--- src/rtl/up_down_sequencer.sv ---
// Up/down count controller with a run-gated prescaler tick, parallel load and
// wrap-or-halt handling at the count limits.
module up_down_sequencer #(
  parameter int COUNT_WIDTH = 4,
  parameter int DIV_WIDTH   = 25,
  parameter int DIV_MAX     = 6000000 - 1
) (
  input  logic                   clk,
  input  logic                   rst,
  input  logic                   start,
  input  logic                   stop,
  input  logic                   dir_toggle,
  input  logic                   load,
  input  logic [COUNT_WIDTH-1:0] load_value,
  input  logic                   wrap_en,
  output logic [COUNT_WIDTH-1:0] count,
  output logic                   dir,
  output logic                   running,
  output logic                   tick,
  output logic                   limit
);

  typedef enum logic [1:0] {
    IDLE = 2'd0,
    RUN  = 2'd1,
    HALT = 2'd2
  } state_t;

  localparam logic [DIV_WIDTH-1:0]   DIV_TERM  = DIV_WIDTH'(DIV_MAX);
  localparam logic [DIV_WIDTH-1:0]   DIV_ONE   = {{(DIV_WIDTH-1){1'b0}}, 1'b1};
  localparam logic [COUNT_WIDTH-1:0] COUNT_ONE = {{(COUNT_WIDTH-1){1'b0}}, 1'b1};
  localparam logic [COUNT_WIDTH-1:0] COUNT_TOP = {COUNT_WIDTH{1'b1}};
  localparam logic [COUNT_WIDTH-1:0] COUNT_BOT = {COUNT_WIDTH{1'b0}};

  state_t                   state_q, state_d;
  logic [COUNT_WIDTH-1:0]   count_q, count_d;
  logic [DIV_WIDTH-1:0]     presc_q, presc_d;
  logic                     dir_q;
  logic                     limit_q, limit_d;
  logic                     at_limit;

  assign tick     = (state_q == RUN) && (presc_q == DIV_TERM);
  assign at_limit = dir_q ? (count_q == COUNT_BOT) : (count_q == COUNT_TOP);

  always_ff @(posedge clk) begin
    if (rst) begin
      state_q <= IDLE;
      count_q <= COUNT_BOT;
      presc_q <= '0;
      dir_q   <= 1'b0;
      limit_q <= 1'b0;
    end else begin
      state_q <= state_d;
      count_q <= count_d;
      presc_q <= presc_d;
      limit_q <= limit_d;
      if (dir_toggle) dir_q <= ~dir_q;
    end
  end

  // Commands are prioritised load > stop > start; a tick only acts when no
  // command claims the cycle, so a coinciding load/stop discards it.
  always_comb begin
    state_d = state_q;
    count_d = count_q;
    limit_d = 1'b0;
    presc_d = '0;
    if (load) begin
      count_d = load_value;
      state_d = IDLE;
    end else if (stop) begin
      state_d = IDLE;
    end else begin
      unique case (state_q)
        IDLE: if (start) state_d = RUN;
        RUN: begin
          if (tick) begin
            if (at_limit) begin
              limit_d = 1'b1;
              if (wrap_en) count_d = dir_q ? COUNT_TOP : COUNT_BOT;
              else         state_d = HALT;
            end else begin
              count_d = dir_q ? (count_q - COUNT_ONE) : (count_q + COUNT_ONE);
            end
          end
        end
        HALT: if (dir_toggle) state_d = RUN;
        default: state_d = IDLE;
      endcase
    end
    // The prescaler only runs while staying in RUN, so every entry starts at 0.
    if (state_q == RUN && state_d == RUN)
      presc_d = tick ? '0 : (presc_q + DIV_ONE);
  end

  assign count   = count_q;
  assign dir     = dir_q;
  assign running = (state_q == RUN);
  assign limit   = limit_q;

endmodule
--- config.mk ---
export PLATFORM = sky130hd
export DESIGN_NAME = up_down_sequencer
export DESIGN_NICKNAME = d
export VERILOG_FILES = /design/src/rtl/up_down_sequencer.sv
export SDC_FILE = /design/constraint.sdc
export NUM_CORES = 1
export LEC_CHECK = 0
export ABC_AREA = 1
export BUFFER_PORTS_ARGS = -buffer_cell sky130_fd_sc_hd__clkbuf_2
export CORE_MARGIN = 4
export CORE_UTILIZATION = 45
export CTS_CLUSTER_DIAMETER = 150
export CTS_CLUSTER_SIZE = 12
export DETAILED_ROUTE_END_ITERATION = 12
export MAX_ROUTING_LAYER = met4
export SYNTH_ARGS = -nofsm -noshare
export SYNTH_HDL_FRONTEND = slang
export SYNTH_SLANG_ARGS = --single-unit
--- constraint.sdc ---
create_clock -name clk -period 1.9 [get_ports clk]
set_input_delay 0.19 -clock clk [delete_from_list [all_inputs] [get_ports clk]]
set_output_delay 0.19 -clock clk [all_outputs]
set_load 0.02 [all_outputs]
==> results of run 1 <==
[report_power, final]
group	internal (uW)	leakage, uW	total [uW]	switching [uW]
clock network	253	0.0000450	503	249
logic	52.8	0.000488	129	75.8
registers	701	0.000267	717	16.4
[layout make-up]
type / count / area [um^2]
clock buffers: 6 / 72.6
well taps: 50 / 62.6
multi-input cells: 199 / 1060
clock inverters: 2 / 10.0
flip-flops and latches: 33 / 662
fillers: 436 / 1920
inverters: 43 / 161
repair buffers: 21 / 113
[sequential cells by signal (all words and copies together), names as in the netlist]
signal	cells
count	4
state_q	2
presc_q	25
dir	1
limit	1
[layout by cell type (no fill, tap or decap), types with 2 or more instances in the layout]
cell,instances
a21oi_1,9
nand2_1,56
a21boi_0,2
nor2_4,2
xor2_1,14
xnor2_1,11
nand3_2,2
nand4_1,9
ha_1,2
nand3_1,16
nor3_1,10
dfxtp_1,32
buf_4,3
o21ai_0,3
clkbuf_8,5
inv_1,42
clkbuf_2,18
nor2_1,52
clkinv_2,2
[layer usage]
layer,track usage (%),vias to the layer above
li1,-,913
met1,21.8,732
met2,25.2,20
met3,3.99,9
met4,9.43,0
met5,-,-
[through the flow]
| stage | utilization [%] | area, um^2 | setup WS (ps) | std cells | hold slack [ps] |
|---|---|---|---|---|---|
| after floorplan | - | 1910 | 181 | 278 | 259 |
| after global placement | 50.6 | 2050 | 191 | 346 | 431 |
| after detailed placement | 50.6 | 2050 | 144 | 346 | 430 |
| after CTS | 52.6 | 2140 | 126 | 354 | 122 |
| after global routing | 52.8 | 2140 | 3.90 | 354 | 137 |
| final | 52.8 | 2140 | 203 | 354 | 146 |
[cells in the mapped netlist (2+ instances only)]
| library cell | number |
|---|---|
| nand2_1 | 57 |
| nor2_1 | 52 |
| inv_1 | 42 |
| dfxtp_1 | 33 |
| nand3_1 | 16 |
| xor2_1 | 14 |
| xnor2_1 | 11 |
| nor3_1 | 10 |
| a21oi_1 | 9 |
| nand4_1 | 9 |
| ha_1 | 3 |
| o21ai_0 | 3 |
| a21boi_0 | 2 |
| buf_6 | 2 |
| nand3_2 | 2 |
| nor2_4 | 2 |
[worst paths after layout]
path / start / to / cells after the start
max: presc_q[1]$_SDFF_PP0_ / presc_q[17]$_SDFF_PP0_ / 10
min: rst / count[1]$_SDFFE_PP0P_ / 2
max reg2reg: presc_q[1]$_SDFF_PP0_ / presc_q[17]$_SDFF_PP0_ / 10
min reg2reg: presc_q[0]$_SDFF_PP0_ / presc_q[0]$_SDFF_PP0_ / 1
[critical path, delay by kind of cell, from the launching register on]
family / cells / cell delay (ps)
adders and majority gates: 1 / 210
DFF: 1 / 340
and+or+nand+nor: 9 / 1030
[logic make-up after synthesis]
group           share of synthesized area [%]
fa+ha+maj                                3.02
buf+inv                                  9.91
compound gates                           4.20
flops                                    34.7
simple gates                             36.7
xor+xnor                                 11.5
==> flow_summary.json, run 1 <==
{
  "slew_violations": 0,
  "grt_pass1_wl_mm": 6.86,
  "cts_tree": "yes",
  "wl_met2_mm": 1.69,
  "clkTransAtPathRegs_ps": 70,
  "period_needed_ps": 1700,
  "drt_wl_total_mm": 3.95,
  "grt_max_degree": 26,
  "syn2layout_area_growth_pct": 12.4,
  "first_iter_violations": 97,
  "synth_area_mm2": 0.00191,
  "path_cells": "ha_2 -> nand3_2 -> nor2_4 -> nand3_2 -> nor2_4 -> nand2_1 -> nand2_1 -> nand2_1 -> nand3_4 -> nor2_1",
  "wire_per_inst_um": 11.1,
  "rrSetupSlack_ps": 200,
  "period_share_pct": 89.3,
  "hpwl_mm": 3.05,
  "start_util_pct": 47.0,
  "clock-sinks": 33,
  "crit_path_end_kind": "flop",
  "rsz0062_at_grt": "false",
  "synth-edff-count": 0,
  "vias_per_cell": 4.73,
  "timing.max_cap.violations": 0,
  "p_total_uw": 1350,
  "synth_top_area_cell": "dfxtp_1",
  "hold_path_class": "in -> reg",
  "synth_cells": 278,
  "yosysSeqAreaShare_pct": 34.7,
  "p_leak_uw": 0.000801,
  "drc": 0,
  "final.setup.tns_ps": 0,
  "synth_cell_type_count": 27,
  "port_buffers": 18,
  "fp.coreArea_mm2": 0.00406,
  "ir_drop_uv": 394,
  "cp-start-kind": "flop",
  "slew-limit-headroom_pct": 77.2,
  "dr.max_layer_used": "met4",
  "routed-via-count": 1674,
  "max_freq_mhz": 589,
  "skew_ps": 4.81,
  "drive_above_1_share_pct": 12.8,
  "die_h_um": 73.1,
  "grt-ovfl-total": 0,
  "clk_path_buf_depth": 2,
  "num_rows": 23,
  "synthTopCellsByArea": "dfxtp_1 (35%), nand2_1 (11%), nor2_1 (10%), inv_1 (8.3%), xor2_1 (6.4%)",
  "cts_hold_repair.buffers": 0,
  "clkLatencyLatePin_ps": 280,
  "die-area_mm2": 0.00534,
  "yosys_most_used_dff": "dfxtp_1",
  "p_per_area_mw_per_mm2": 630,
  "firstDrtPassIters": 4,
  "async_reset_ff_share_pct": 0,
  "outcome": "finished, final reports clean",
  "ctsResizeCount": 0,
  "critPathKind": "reg -> reg",
  "critPathSlowestCell": "dfxtp_1",
  "io_pins": 19,
  "cts_root_buffer": "clkbuf_8",
  "cp_data_required_time_ps": 2070,
  "wirelength_met1_mm": 2.01,
  "wl_met3_um": 152,
  "final_antenna_net_count": 0,
  "crit_top_cell": "nand2_1",
  "yosysWarnings": 0,
  "synth_seq_cells": 33,
  "cts-htree-levels": 2,
  "synth_nets": 293,
  "tightest_slew_ps": 339,
  "fp.dieW_um": 73.1,
  "avgSynthCellArea_um2": 6.85,
  "setup_viol": 0,
  "slowest_delay_ps": 340,
  "cts_buffers": 5,
  "antenna_found_initial": 0,
  "cp_max_fo": 25,
  "yosysTopAreaCellShare_pct": 34.7,
  "nets": 318,
  "grt_pass1_vias": 1601,
  "hold_viol": 0,
  "antenna_cells": 0,
  "worstPathArrival_ps": 1870,
  "gp_congestion": 0.875,
  "postCtsSetupBuffers": 0,
  "grt_usage_pct": 17.2
}
Power figures use the tool's default switching activity.
==> inputs of run 2 (changes only) <==
--- a/config.mk
+++ b/config.mk
@@ -5,7 +5,6 @@
 export SDC_FILE = /design/constraint.sdc
 export NUM_CORES = 1
 export LEC_CHECK = 0
-export ABC_AREA = 1
 export BUFFER_PORTS_ARGS = -buffer_cell sky130_fd_sc_hd__clkbuf_2
 export CORE_MARGIN = 4
 export CORE_UTILIZATION = 45
==> flow_summary.json, run 2 <==
{
  "first_iter_violations": 36,
  "path_delay_family": "simple AND/OR/NAND/NOR gates",
  "port_buffers": 18,
  "grt_usage_pct": 15.6,
  "p_leak_uw": 0.000802,
  "slew_violations": 0,
  "synth_cell_type_count": 40,
  "skew_ps": 6.38,
  "outcome": "finished, final reports clean",
  "cp-start-kind": "flop",
  "cts-htree-levels": 2,
  "slowest_delay_ps": 460,
  "mostFrequentLayoutCell": "nor2_1",
  "synth_cells": 199,
  "cts_hold_repair.buffers": 0,
  "synth-edff-count": 0,
  "drive_above_1_share_pct": 27.6,
  "start_util_pct": 46.3,
  "fp.coreArea_mm2": 0.00366,
  "grt_pass1_vias": 1476,
  "antenna_found_initial": 0,
  "grt-ovfl-total": 0,
  "hold_viol": 0,
  "crit_path_end_kind": "flop",
  "layout_common_cells": "nor2_1 (34), dfxtp_1 (30), buf_4 (25), xor2_1 (19), clkbuf_2 (17)",
  "fp.dieW_um": 69.4,
  "grt_pass1_wl_mm": 6.22,
  "critPathSlowestCell": "or4_4",
  "cts_root_buffer": "clkbuf_8",
  "path_cells": "ha_4 -> nand3_2 -> or4_4 -> nor4_4 -> buf_4 -> mux2i_1 -> a21oi_1",
  "ir_drop_uv": 446,
  "synth_nets": 214,
  "drc": 0,
  "num_rows": 22,
  "vias_per_cell": 5.14,
  "setup_viol": 0,
  "rrSetupSlack_ps": 40,
  "cp_num_buf_inv": 1,
  "drt_wl_total_mm": 3.50,
  "cp_max_fo": 5,
  "yosysMostFrequentCell": "nor2_1",
  "rsz0062_at_grt": "true",
  "period_share_pct": 97.8,
  "clock-sinks": 33,
  "crit_start": "presc_q[0]$_SDFF_PP0_",
  "largest_reg_flops": 25,
  "holdWs_ps": 169,
  "worstPathArrival_ps": 2030,
  "synth_area_mm2": 0.00170,
  "hpwl_mm": 2.71,
  "timing.max_cap.violations": 0,
  "yosysWarnings": 0,
  "die_h_um": 69.4,
  "avgSynthCellArea_um2": 8.53,
  "top_register": "presc_q",
  "syn2layout_area_growth_pct": 26.4,
  "p_per_area_mw_per_mm2": 639,
  "firstDrtPassIters": 4,
  "r2r_start": "presc_q[0]$_SDFF_PP0_",
  "fin_util_pct": 58.6,
  "placed_cell_area_mm2": 0.00201,
  "antenna_cells": 0,
  "final_antenna_net_count": 0,
  "async_reset_ff_share_pct": 0,
  "cts_tree": "yes",
  "final_cell_area_mm2": 0.00214,
  "io_pins": 19,
  "critPathKind": "reg -> reg",
  "slew-limit-headroom_pct": 72.3,
  "nets": 257,
  "synth_top_area_cell": "dfxtp_1",
  "clkLatencyLatePin_ps": 280,
  "yosysSeqAreaShare_pct": 38.9,
  "synth_seq_cells": 33,
  "hold_path_class": "in -> reg",
  "max_freq_mhz": 538,
  "tightest_slew_ps": 413,
  "fillers": 333,
  "clkTransAtPathRegs_ps": 70,
  "period_needed_ps": 1860,
  "wire_per_inst_um": 12.0,
  "clk_path_buf_depth": 2,
  "cp_data_required_time_ps": 2070,
  "yosys_most_used_dff": "dfxtp_1",
  "grt_max_degree": 22,
  "die-area_mm2": 0.00482,
  "cts_buffers": 5,
  "synthTopCellsByCount": "nor2_1 (35), dfxtp_1 (33), xor2_1 (19), nand2_1 (12), nand3_1 (12)",
  "synthTopCellsByArea": "dfxtp_1 (39%), xor2_1 (9.8%), nor2_1 (7.7%), nand4_1 (3.7%), xnor2_1 (3.6%)",
  "routed-via-count": 1495,
  "min_from": "load_value[3]",
  "gp_congestion": 0.849,
  "yosysTopAreaCellShare_pct": 38.9
}
run 2: cell types whose count changed after synthesis, moves of 4 or more:
cell | before | now
nor3_1 | 10 | 5
nand3_1 | 16 | 12
xnor2_1 | 11 | 7
inv_1 | 42 | 8
nand2_1 | 57 | 12
xor2_1 | 14 | 19
nor2_1 | 52 | 35
run 2: routing by layer:
metal,global-route usage [%],part of all wire (%),vias to the layer above
met4,5.42,0.60,0
li1,-,-,772
met2,25.4,49,23
met1,18.8,47,696
met3,3.91,3.6,4
met5,-,0,-
run 2: cell type report:
type / count / area [um^2] / area share, %
clock buffers: 5 / 68.8 / 3.21
clock inverters: 3 / 17.5 / 0.817
inverters: 8 / 30.0 / 1.40
multi-input cells: 151 / 1010 / 47.0
flip-flops and latches: 33 / 667 / 31.1
well taps: 48 / 60.1 / 2.80
repair buffers: 43 / 293 / 13.7
run 2: where the power goes:
part / switching [uW] / internal [uW] / leakage (uW) / total, uW
sequential: 5.76 / 699 / 0.000269 / 705
combinational: 91.3 / 68.3 / 0.000489 / 160
clock: 254 / 252 / 0.0000439 / 506
run 2: timing repair:
item | 4_1_cts | 5_1_grt
gates resized for setup | 2 | 6
endpoints found under the setup margin | 4 | 5
pin swaps | 2 | 3
setup buffers | 2 | 1
run 2: worst reg2reg max path, stage by stage, from the launching register on:
cell and delay [ps]:
dfxtp_4 360, ha_4 130, nand3_2 70, or4_4 460, nor4_4 260, buf_4 180, mux2i_1 200, a21oi_1 80
run 2: kinds of logic (layout without fill, tap and decap cells):
kind of cell	Yosys count	count (layout)	synth area share (%)
xor+xnor	26	26	13.4
buf+inv	15	59	3.91
fa+ha+maj	4	4	3.39
simple gates	99	99	31.3
compound gates	19	19	7.30
mux	3	3	1.77
flops	33	33	38.9
run 2: path summary, 6_finish.rpt:
path,end,depth (start not counted)
hold reg to reg,state_q[1]$_SDFF_PP0_,1
setup / recovery,count[2]$_SDFFE_PP0P_,7
setup reg to reg,count[2]$_SDFFE_PP0P_,7
hold / removal,count[3]$_SDFFE_PP0P_,3
run 2: through the flow:
stage | setup TNS [ps] | std cells | setup slack, ps | power, uW
6_report | 0 | 291 | 42.3 | 1370
2_1_floorplan | 0 | 199 | 3.00 | 822
5_1_grt | -122 | 291 | -55.5 | 1440
4_1_cts | 0 | 290 | 11.2 | 1390
3_5_place_dp | -122 | 280 | -46.6 | 875
3_3_place_gp | 0 | 280 | 17.7 | 871
==> inputs of run 3 (changes only) <==
--- a/config.mk
+++ b/config.mk
@@ -6,12 +6,15 @@
 export NUM_CORES = 1
 export LEC_CHECK = 0
 export BUFFER_PORTS_ARGS = -buffer_cell sky130_fd_sc_hd__clkbuf_2
+export CELL_PAD_IN_SITES_DETAIL_PLACEMENT = 0
+export CELL_PAD_IN_SITES_GLOBAL_PLACEMENT = 1
 export CORE_MARGIN = 4
-export CORE_UTILIZATION = 45
+export CORE_UTILIZATION = 43
 export CTS_CLUSTER_DIAMETER = 150
 export CTS_CLUSTER_SIZE = 12
 export DETAILED_ROUTE_END_ITERATION = 12
 export MAX_ROUTING_LAYER = met4
+export PLACE_DENSITY_LB_ADDON = 0.1
 export SYNTH_ARGS = -nofsm -noshare
 export SYNTH_HDL_FRONTEND = slang
 export SYNTH_SLANG_ARGS = --single-unit
==> flow_summary.json, run 3 (same netlist as run 2, synthesis figures left out) <==
{
  "crit_path_end_kind": "output port",
  "outcome": "finished with violations",
  "vias_per_cell": 5.06,
  "routed-via-count": 1484,
  "path_delay_family": "simple AND/OR/NAND/NOR gates",
  "timing.max_cap.violations": 0,
  "hpwl_mm": 2.81,
  "crit_top_cell": "buf_4",
  "clk_path_buf_depth": 2,
  "period_share_pct": 101,
  "multi_input_area_mm2": 0.00103,
  "failed_checks": "setup timing",
  "top_register": "presc_q",
  "clkTransAtPathRegs_ps": 70,
  "cp_max_fo": 4,
  "tightest_slew_ps": 439,
  "seq_area_um2": 663,
  "grt_usage_pct": 16.6,
  "rsz0062_at_grt": "true",
  "cts_hold_repair.buffers": 0,
  "p_leak_uw": 0.000811,
  "clkLatencyLatePin_ps": 280,
  "die_h_um": 70.8,
  "port_buffers": 18,
  "cts_buffers": 5,
  "die-area_mm2": 0.00501,
  "cts_tree": "yes",
  "start_util_pct": 45.3,
  "wire_per_inst_um": 12.7,
  "drt_wl_total_mm": 3.71,
  "setup_ws_ps": -20.9,
  "slowest_delay_ps": 450,
  "hold_viol": 0,
  "num_rows": 22,
  "grt_pass1_vias": 1500,
  "drc": 0,
  "mostFrequentLayoutCell": "nor2_1",
  "worstPathArrival_ps": 1730,
  "grt-ovfl-total": 0,
  "largest_reg_flops": 25,
  "firstDrtPassIters": 4,
  "ir_drop_uv": 446,
  "slew_violations": 0,
  "cts_root_buffer": "clkbuf_8",
  "syn2layout_area_growth_pct": 27.7,
  "cp_data_required_time_ps": 1710,
  "critPathSlowestCell": "or4_4",
  "path_cells": "ha_4 -> nand3_4 -> or4_4 -> buf_4 -> nor2_4 -> buf_4",
  "io_pins": 19,
  "final.setup.tns_ps": -20.9,
  "busiest_layer": "met2",
  "holdWs_ps": 169,
  "fp.dieW_um": 70.8,
  "max_freq_mhz": 521,
  "gp_congestion": 0.816,
  "grt_max_degree": 16,
  "cp-start-kind": "flop",
  "dp_slack_ps": -48.3,
  "first_iter_violations": 43,
  "slew-limit-headroom_pct": 70.6,
  "hold_path_class": "in -> reg",
  "p_per_area_mw_per_mm2": 638,
  "grt_pass1_wl_mm": 6.51,
  "cts-htree-levels": 2,
  "cp_num_buf_inv": 2,
  "setup_viol": 1,
  "nets": 259,
  "met2_usage_pct": 26.6,
  "p_total_uw": 1380,
  "fp.coreArea_mm2": 0.00374,
  "skew_ps": 7.04,
  "critPathKind": "reg -> out",
  "fillers": 376,
  "grtUsageMet1_pct": 18.9,
  "final_antenna_net_count": 0,
  "layout_common_cells": "nor2_1 (34), dfxtp_1 (31), buf_4 (27), xor2_1 (19), clkbuf_2 (17)",
  "antenna_cells": 0,
  "period_needed_ps": 1920,
  "antenna_found_initial": 0,
  "grtUsageMet3_pct": 4.55,
  "drive_above_1_share_pct": 28.2,
  "clock-sinks": 33
}
run 3: power by group:
part	switching, uW	total [uW]	internal, uW
combinational	87.5	157	69.8
clock	264	516	253
sequential	8.75	709	700
total	360	1380	1020
run 3: path summary, 6_finish.rpt:
check	from	slack, ps	cells past startpoint	end
worst min-delay path	rst	170	2	count[0]$_SDFFE_PP0P_
worst max-delay path	presc_q[1]$_SDFF_PP0_	-20	6	tick
worst max register to register	presc_q[1]$_SDFF_PP0_	20	7	count[1]$_SDFFE_PP0P_
worst min register to register	presc_q[24]$_SDFF_PP0_	510	2	presc_q[24]$_SDFF_PP0_
run 3: stage by stage:
stage / instances / instance area (um^2) / util, %
5_1_grt: 293 / 2170 / 57.9
6_report: 293 / 2170 / 57.9
2_1_floorplan: 199 / 1720 / -
4_1_cts: 289 / 2120 / 56.8
3_3_place_gp: 279 / 1990 / 53.0
3_5_place_dp: 279 / 1990 / 53.0
run 3: metal layers:
metal | wire length [um] | up-vias
met2 | 1820 | 15
met3 | 109 | 5
met5 | 0 | -
met1 | 1730 | 683
met4 | 45 | 0
li1 | - | 781
run 3: timing repair:
action	4_1_cts	5_1_grt
endpoints found under the setup margin	4	4
setup buffers	2	4
gates resized for setup	7	3
pin swaps	4	4
hold endpoints to repair	0	0
run 3: layout make-up:
type                            count  area share, %
Multi-Input combinational cell    151           47.4
Sequential cell                    33           30.6
Timing Repair Buffer               45           13.8
Clock buffer                        5           3.18
Tap cell                           48           2.77
Inverter                            8           1.39
Clock inverter                      3          0.809
